`src/rtl/risc16_pkg.sv`:
```
// risc16_pkg: shared opcode/state/ALU enums, instruction field positions and the halt encoding
// Used by risc_mc_core and risc_mc_alu.
package risc16_pkg;
  typedef enum logic [2:0] {
    OP_ADD, OP_ADDI, OP_NAND, OP_LUI, OP_SW, OP_LW, OP_BEQ, OP_JALR
  } opcode_e;
  typedef enum logic [2:0] {
    S_FETCH, S_DECODE, S_EXEC, S_MEM, S_WB, S_HALT
  } state_e;
  typedef enum logic [1:0] {
    ALU_ADD, ALU_NAND, ALU_EQ, ALU_PASS
  } alu_fn_e;
  localparam int OP_HI = 15;
  localparam int OP_LO = 13;
  localparam int RA_HI = 12;
  localparam int RA_LO = 10;
  localparam int RB_HI = 9;
  localparam int RB_LO = 7;
  localparam int RC_HI = 2;
  localparam int RC_LO = 0;
  localparam int IMM7_HI = 6;
  localparam int IMM10_HI = 9;
  localparam logic [15:0] HALT_INSTR = 16'hE071;
endpackage

```
`src/rtl/risc_mc_core_if.sv`:
```
// risc_mc_core_if: single-port word-addressed memory bus
// master (core): drives mem_req/mem_we/mem_addr/mem_wdata, receives mem_rdata/mem_ready
// slave (memory): the reverse; a transfer completes on a rising edge with mem_req && mem_ready
interface risc_mc_core_if #(
  parameter int XLEN = 16,
  parameter int ADDR_W = 16
);
  logic mem_req;
  logic mem_we;
  logic mem_ready;
  logic [ADDR_W-1:0] mem_addr;
  logic [XLEN-1:0] mem_wdata;
  logic [XLEN-1:0] mem_rdata;
  modport master (output mem_req, mem_we, mem_addr, mem_wdata, input mem_rdata, mem_ready);
  modport slave (input mem_req, mem_we, mem_addr, mem_wdata, output mem_rdata, mem_ready);
endinterface

```
`src/rtl/risc_mc_alu.sv`:
```
// risc_mc_alu: combinational ADD/NAND/EQ/PASS unit
// fn selects the operation; a, b operands; y result (EQ returns the compare flag in bit 0)
module risc_mc_alu
  import risc16_pkg::*;
#(
  parameter int XLEN = 16
) (
  input  alu_fn_e fn,
  input  logic [XLEN-1:0] a,
  input  logic [XLEN-1:0] b,
  output logic [XLEN-1:0] y
);
  always_comb y = fn == ALU_ADD ? a + b :
                  fn == ALU_NAND ? ~(a & b) :
                  fn == ALU_EQ ? XLEN'(a == b) : b;
endmodule

```
`src/rtl/risc_mc_core.sv`:
```
// risc_mc_core: multicycle 16-bit-instruction RISC core (FETCH/DECODE/EXEC/MEM/WB)
// clk, reset (sync, active high); mem: memory bus master; curr_pc: pc of instruction in flight;
// curr_instr: latched instruction; retire: one pulse per completed instruction;
// halted: core stopped, only with RISC16_HALT_EN defined (tied 0 otherwise).
module risc_mc_core
  import risc16_pkg::*;
#(
  parameter int XLEN = 16,
  parameter int ADDR_W = 16,
  parameter logic [ADDR_W-1:0] RESET_PC = '0
) (
  input  logic clk,
  input  logic reset,
  risc_mc_core_if.master mem,
  output logic [ADDR_W-1:0] curr_pc,
  output logic [15:0] curr_instr,
  output logic retire,
  output logic halted
);
  state_e state;
  logic run;
  logic [XLEN-1:0] rf [8];
  logic [XLEN-1:0] a_val, b_val, c_val, res, mdata;
  logic [ADDR_W-1:0] pc, maddr, target;
  logic taken;
  opcode_e op;
  logic [2:0] ra, rb, rc;
  logic [XLEN-1:0] imm, lui, alu_a, alu_b, alu_y, wb_data;
  logic [ADDR_W-1:0] pc_inc, imm_pc, next_pc;
  logic is_mem, wb_en, is_halt;
  alu_fn_e fn;
  always_comb begin
    op = opcode_e'(curr_instr[OP_HI:OP_LO]);
    ra = curr_instr[RA_HI:RA_LO];
    rb = curr_instr[RB_HI:RB_LO];
    rc = curr_instr[RC_HI:RC_LO];
    imm = XLEN'($signed(curr_instr[IMM7_HI:0]));
    imm_pc = ADDR_W'($signed(curr_instr[IMM7_HI:0]));
    lui = XLEN'({curr_instr[IMM10_HI:0], 6'b0});
    pc_inc = pc + ADDR_W'(1);
    is_mem = op == OP_SW || op == OP_LW;
    fn = op == OP_NAND ? ALU_NAND : op == OP_BEQ ? ALU_EQ : op == OP_LUI ? ALU_PASS : ALU_ADD;
    alu_a = op == OP_BEQ ? a_val : b_val;
    alu_b = op == OP_BEQ ? b_val : (op == OP_ADD || op == OP_NAND) ? c_val : op == OP_LUI ? lui : imm;
    wb_en = !(op == OP_SW || op == OP_BEQ) && ra != 3'd0;
    wb_data = op == OP_LW ? mdata : op == OP_JALR ? XLEN'(pc_inc) : res;
    next_pc = op == OP_JALR ? ADDR_W'(b_val) : (op == OP_BEQ && taken) ? target : pc_inc;
  end
  risc_mc_alu #(.XLEN(XLEN)) u_alu (.fn(fn), .a(alu_a), .b(alu_b), .y(alu_y));
  // run stays low for the cycle after reset so no request is raised while reset is being released
  assign mem.mem_req = run && (state == S_FETCH || state == S_MEM);
  assign mem.mem_we = state == S_MEM && op == OP_SW;
  assign mem.mem_addr = state == S_FETCH ? pc : maddr;
  assign mem.mem_wdata = a_val;
  assign curr_pc = pc;
`ifdef RISC16_HALT_EN
  assign is_halt = curr_instr == HALT_INSTR;
  assign halted = state == S_HALT;
`else
  assign is_halt = 1'b0;
  assign halted = 1'b0;
`endif
  always_ff @(posedge clk) begin
    if (reset) begin
      state <= S_FETCH;
      run <= 1'b0;
      pc <= RESET_PC;
      curr_instr <= '0;
      retire <= 1'b0;
      for (int i = 0; i < 8; i++) rf[i] <= '0;
    end else begin
      run <= 1'b1;
      case (state)
        S_FETCH: if (run && mem.mem_ready) begin
          curr_instr <= mem.mem_rdata[15:0];
          state <= S_DECODE;
        end
        S_DECODE: begin
          a_val <= rf[ra];
          b_val <= rf[rb];
          c_val <= rf[rc];
          state <= S_EXEC;
        end
        S_EXEC: begin
          res <= alu_y;
          maddr <= ADDR_W'(alu_y);
          taken <= alu_y[0];
          target <= pc_inc + imm_pc;
          state <= is_mem ? S_MEM : S_WB;
          retire <= !is_mem;
        end
        S_MEM: if (mem.mem_ready) begin
          mdata <= mem.mem_rdata;
          state <= S_WB;
          retire <= 1'b1;
        end
        S_WB: begin
          retire <= 1'b0;
          if (is_halt) state <= S_HALT;
          else begin
            if (wb_en) rf[ra] <= wb_data;
            pc <= next_pc;
            state <= S_FETCH;
          end
        end
        default: ;
      endcase
    end
  end
endmodule

```
`src/flat_wrapper.sv`:
```
// flat-port wrapper written by rule: the top's interface ports become plain ports
module risc_mc_core_flat import risc16_pkg::*;
#(
  parameter int XLEN = 16,
  parameter int ADDR_W = 16,
  parameter logic [ADDR_W-1:0] RESET_PC = '0
)
  (clk, reset, curr_pc, curr_instr, retire, halted, mem_mem_req, mem_mem_we, mem_mem_addr, mem_mem_wdata, mem_mem_rdata, mem_mem_ready);
  risc_mc_core_if #(.XLEN(XLEN), .ADDR_W(ADDR_W)) mem_i ();
  input  logic clk;
  input  logic reset;
  output logic [ADDR_W-1:0] curr_pc;
  output logic [15:0] curr_instr;
  output logic retire;
  output logic halted;
  output wire logic [$bits(mem_i.mem_req)-1:0] mem_mem_req;
  output wire logic [$bits(mem_i.mem_we)-1:0] mem_mem_we;
  output wire logic [$bits(mem_i.mem_addr)-1:0] mem_mem_addr;
  output wire logic [$bits(mem_i.mem_wdata)-1:0] mem_mem_wdata;
  input wire logic [$bits(mem_i.mem_rdata)-1:0] mem_mem_rdata;
  input wire logic [$bits(mem_i.mem_ready)-1:0] mem_mem_ready;
  assign mem_mem_req = mem_i.mem_req;
  assign mem_mem_we = mem_i.mem_we;
  assign mem_mem_addr = mem_i.mem_addr;
  assign mem_mem_wdata = mem_i.mem_wdata;
  assign mem_i.mem_rdata = mem_mem_rdata;
  assign mem_i.mem_ready = mem_mem_ready;
  risc_mc_core #(.XLEN(XLEN), .ADDR_W(ADDR_W), .RESET_PC(RESET_PC)) u_core (.clk(clk), .reset(reset), .mem(mem_i), .curr_pc(curr_pc), .curr_instr(curr_instr), .retire(retire), .halted(halted));
endmodule
```
`config.mk`:
```
export PLATFORM = sky130hd
export DESIGN_NAME = risc_mc_core_flat
export DESIGN_NICKNAME = d
export VERILOG_FILES = /design/src/rtl/risc16_pkg.sv /design/src/rtl/risc_mc_core_if.sv /design/src/rtl/risc_mc_alu.sv /design/src/rtl/risc_mc_core.sv /design/src/flat_wrapper.sv
export SDC_FILE = /design/constraint.sdc
export NUM_CORES = 1
export LEC_CHECK = 0
export CORE_MARGIN = 5
export CORE_UTILIZATION = 62
export DETAILED_ROUTE_END_ITERATION = 16
export PLACE_DENSITY = 0.8
export SYNTH_ARGS = -nofsm -noshare
export SYNTH_HDL_FRONTEND = slang
export SYNTH_HIERARCHICAL = 1
export SYNTH_SLANG_ARGS = --single-unit
```
`constraint.sdc`:
```
create_clock -name clk -period 8.23 [get_ports clk]
set_input_delay 1.646 -clock clk [delete_from_list [all_inputs] [get_ports clk]]
set_output_delay 1.646 -clock clk [all_outputs]
set_load 0.01 [all_outputs]
```
Word-level counts from Yosys, hierarchy flattened --
Memories as Yosys holds them, arrays and structs flattened. A register that Yosys moved wholly into a read port is not among the register bits. Index checks and enable logic that the tools add are counted.
Word-level totals: flip-flop bits (word level) 86, bits in writable memories 128, bits of input ports 19, output and inout port bits 68, word-level logic and storage cells 86, memories kept 1
Memories:
- u_core.rf | depth 8, width 16, rd ports 3, clocked after Yosys merged registers in 3, write ports 8, RTL line risc_mc_core.sv:22 | logic [XLEN-1:0] rf [8];
Cells by class: add/subtract/negate cells 3, equal/unequal tests 15, muxes and demuxes 31, bitwise operators 3, reductions and logical operators 24
Operators with widths (number):
- 16-bit two-way mux | 13
- 16-bit adder | 2
- 16-bit by 1-bit adder with 16-bit output, second input constant | 1
- 16-bit AND | 1
- 16-bit equality test | 1
- 16-bit inverter | 1
- 16-bit OR reduction | 1
- 3-bit equality test, second input constant | 5
- 3-bit case mux with 5 select lines | 1
- 3-bit by 2-bit equality test with 1-bit output, second input constant | 4
- 3-bit two-way mux | 4
- 1-bit two-way mux | 9
- 2-bit AND reduction | 4
- 3-bit zero test | 2
- 2-bit two-way mux | 3
- 3-bit AND reduction | 2
- 3-bit nonzero test | 2
- 1-bit logical AND | 5
- 5-bit nonzero test | 1
- 1-bit logical OR | 4
- 2-bit != test, second input constant | 2
- 3-bit by 1-bit equality test with 1-bit output, second input constant | 1
- 1-bit case mux with 3 select lines | 1
- 2-bit by 1-bit equality test with 1-bit output, second input constant | 1
- 4 further kinds | 5

Depth between registers and ports, before layout --
depth after elaboration 10, gate-level depth with buffers 13, mapped depth without buffers 12

Hierarchy --
The synthesis kept the hierarchy.
By module, submodules not included:
- risc_mc_core | instances 1, cells an instance 1181, area each 14194.9 µm², seq. area each 7467.2 µm²
- risc_mc_alu | instances 1, cells an instance 198, area each 1342.5 µm², seq. area each 0.0 µm²

Worst setup path after synthesis --
No wires, ideal clock.
path type input to register, from input port reset, to register u_core.maddr[0], enable pin, library setup time 513 ps, data arrival time 5418 ps, data required time 7717 ps, slack 2299 ps, stages 3, path buffers 2, cells stage by stage clkbuf_1 > buf_1 > nor4b_1
On the way: word-level cells in the longest chain between the ends 2
RTL lines:
- from (decl) | RTL line flat_wrapper.sv:11 | input logic reset;
- 1-bit inverter (no line)
- 2-bit AND reduction (no line)
- to (signal assigned) | RTL line risc_mc_core.sv:86 | maddr <= ADDR_W'(alu_y);
- to (decl) | RTL line risc_mc_core.sv:24 | logic [ADDR_W-1:0] pc, maddr, target;
Every way passes these cells. A chain may end at the register's enable or synchronous reset.

Worst setup path after layout --
from register u_core.state[2], to output port mem_mem_addr[15]
On the way: word-level cells in the longest chain between the ends 2
RTL lines:
- from (decl) | RTL line risc_mc_core.sv:20 | state_e state;
- from (signal assigned) | RTL line risc_mc_core.sv:89 | state <= is_mem ? S_MEM : S_WB;
- 3-bit zero test | RTL line risc_mc_core.sv:53 | assign mem.mem_addr = state == S_FETCH ? pc : maddr;
- 16-bit two-way mux | RTL line risc_mc_core.sv:53
- to (decl) | RTL line flat_wrapper.sv:18 | output wire logic [$bits(mem_i.mem_addr)-1:0] mem_mem_addr;
Every way passes these cells.

==> results.cfg <==
[run_status]
status = completed

[logic_synthesis]
synth_flop_cell = edfxtp_1
synth_commonest_cells = edfxtp_1, nor2_1, nand2_1
synthArstFlopShare = 0
syn_inst = 1379
ys_ff_latch = 261
yosysUniqueCellTypes = 80
synth-warning-count = 6
syn_area_sq_mm = 0.0155
synth_area_leader_cell = edfxtp_1
synth_top_area_share = 0.433
synth.avg_cell_area_sq_um = 11.3
synth-seq-area-share = 0.481
synth_edf_count = 224
ys_top_cells_by_area = edfxtp_1, mux4_2, mux2_2, dfxtp_1, nor2_1
yosys.cell_count.top_type = edfxtp_1

[cells_and_area]
num-fill-cells = 1802
antenna_cells = 0
nNetsFinal = 1483
drive_gt1_frac = 0.165
areaGrowthSynthToFinish_pct = 12.7

[timing]
post-route-min-period_ns = 4.40
fin_worst_skew_ns = 0.0216
worstMarginPinSlew_ns = 1.22
finalHoldViolCount = 0
period_share = 0.534
setup_violations = 0
finalMaxSlewViolations = 0
rsz0062_at_grt = no
tns_ns = 0
max_freq_mhz = 227
relSlewSlack = 0.186

[clock_network]
cts_setup_buffers = 0
cts_buffer_depth = 3
cts_inserted_buffers = 28
clock_latency_ns = 0.56
clk_pin_slew_ns = 0.06
hold_buffers = 0
cts_resized = 0
clkSinkCount = 261
root_buffer = clkbuf_16
cts_tree = built
cts_max_level = 1

[worst_setup_path]
crit_path_max_fanout = 18
cp.arrival_ns = 2.75
crit_type = reg -> out
critPathRequiredTime_ns = 6.58
r2r-start = u_core/curr_instr[13]
critPathLaunch = u_core/state[2]
start_kind = flop
worstSetupEndpointType = output pin

[job]
drv_cap = 0

[pwr]
p_clk_frac = 0.370
p_int_w = 0.00260
total_power_w = 0.00357
switching_share = 0.272
seqPwrFrac = 0.443
power_leakage_nw = 6.13
p_comb_frac = 0.186
ir_drop_uv = 184
p_sw_w = 0.000969
pwr_density_cell_mw_per_mm2 = 204

[place]
hpwl_microns = 33100
gp_congestion = 0.993
io_buffers = 85

[hold_path]
hold_path_class = reg -> reg
min_from = u_core/retire

[detailed_routing]
vias_per_cell = 6.86
antenna_left = 0
drt-total-wl_microns = 46500
drc = 0
dr_total_vias = 12211
first_iter_violations = 1656
routedWlPerCell_microns = 26.1
drt_first_pass_iters = 7

[floorplan]
num_rows = 58
io-pin-count = 87
die_w_microns = 168
fp.dieH_microns = 168
design.die.area_sq_mm = 0.0283
coreArea_sq_mm = 0.0250
start_util = 0.622

[global_routing]
grt_overflow = 0
track_usage = 0.324
grt_max_degree = 55
grt_pass1_wl_microns = 70800
grt_pass1_vias = 12023
antenna_found_initial = 0
[state kept, by name, indices dropped and copies added (netlist names)]
signal / count
u_core/mem.mem_wdata: 16
u_core/retire: 1
u_core/state: 3
u_core/curr_pc: 16
u_core/c_val: 16
u_core/mdata: 16
u_core/b_val: 16
u_core/run: 1
u_core/maddr: 16
u_core/rf: 128
u_core/curr_instr: 16
u_core/target: 16
[layout by cell type, fill, tap and decap left out, drive strengths merged, types with 21 or more instances in the layout]
master | Yosys | final
a211oi | 22 | 22
a21oi | 105 | 105
buf | 45 | 23
clkbuf | 58 | 31
clkdlybuf4s50 | 0 | 84
dfxtp | 37 | 37
edfxtp | 224 | 224
ha | 35 | 35
inv | 23 | 23
mux2 | 69 | 69
mux2i | 39 | 39
mux4 | 69 | 69
nand2 | 126 | 126
nand3 | 30 | 30
nor2 | 185 | 185
o21ai | 73 | 73
o22ai | 21 | 21
[final timing paths]
| check | to | slack (ns) | cells past startpoint |
|---|---|---|---|
| hold reg to reg | u_core/retire | 0.50 | 2 |
| setup reg to reg | u_core/maddr[15] | 4.30 | 9 |
| setup / recovery | mem_mem_addr[15] | 3.83 | 3 |
| hold / removal | u_core/retire | 0.50 | 2 |
[logic make-up after synthesis]
logic type / Yosys count / synth area share
AO/OA/AOI/OAI: 317 / 0.131
adder cells (fa/ha/maj): 36 / 0.0295
multiplexers: 177 / 0.175
buffers and inverters: 127 / 0.0376
flip-flops: 261 / 0.481
AND/OR/NAND/NOR: 427 / 0.127
other: 1 / 0.000241
XOR/XNOR: 33 / 0.0196
[stage by stage]
stage / area (sq um) / cells / setup slack (ns) / util / hold slack (ns)
after floorplan: 15600 / 1395 / 2.30 / - / 0.520
final: 17500 / 1779 / 3.83 / 0.701 / 0.504
after detailed placement: 16600 / 1728 / 4.30 / 0.663 / 0.495
after global routing: 17500 / 1779 / 3.73 / 0.701 / 0.554
after CTS: 17500 / 1779 / 3.82 / 0.701 / 0.505
after global placement: 16600 / 1728 / 4.41 / 0.663 / 0.495
[area by class of cell]
class / count / area, sq um / share of cell area
inverters: 23 / 86.3 / 0.00493
clock buffers: 31 / 722 / 0.0412
clock inverters: 20 / 238 / 0.0136
repair buffers: 107 / 1010 / 0.0577
flip-flops and latches: 261 / 7470 / 0.427
multi-input cells: 1007 / 7570 / 0.432
well taps: 330 / 413 / 0.0236
[metal layers]
metal | routed length (microns) | GRT usage
met1 | 16800 | 0.423
met2 | 21900 | 0.529
met3 | 5590 | 0.0709
met4 | 2230 | 0.134
met5 | 0 | 0
[critical path: stages, from the launching register on]
cell and delay, ns:
dfxtp_1 0.45, nor3_4 0.83, mux2_2 0.43, clkdlybuf4s50_1 0.49
[power groups by stage]
stage	clock [W]	sequential [W]	combinational, W
after CTS	0.00133	0.00158	0.000655
final	0.00132	0.00158	0.000665
after detailed placement	0	0.00161	0.000649
after global placement	0	0.00160	0.000638
after global routing	0.00139	0.00158	0.000715
after floorplan	0	0.00158	0.000463
Power figures use the tool's default switching activity.
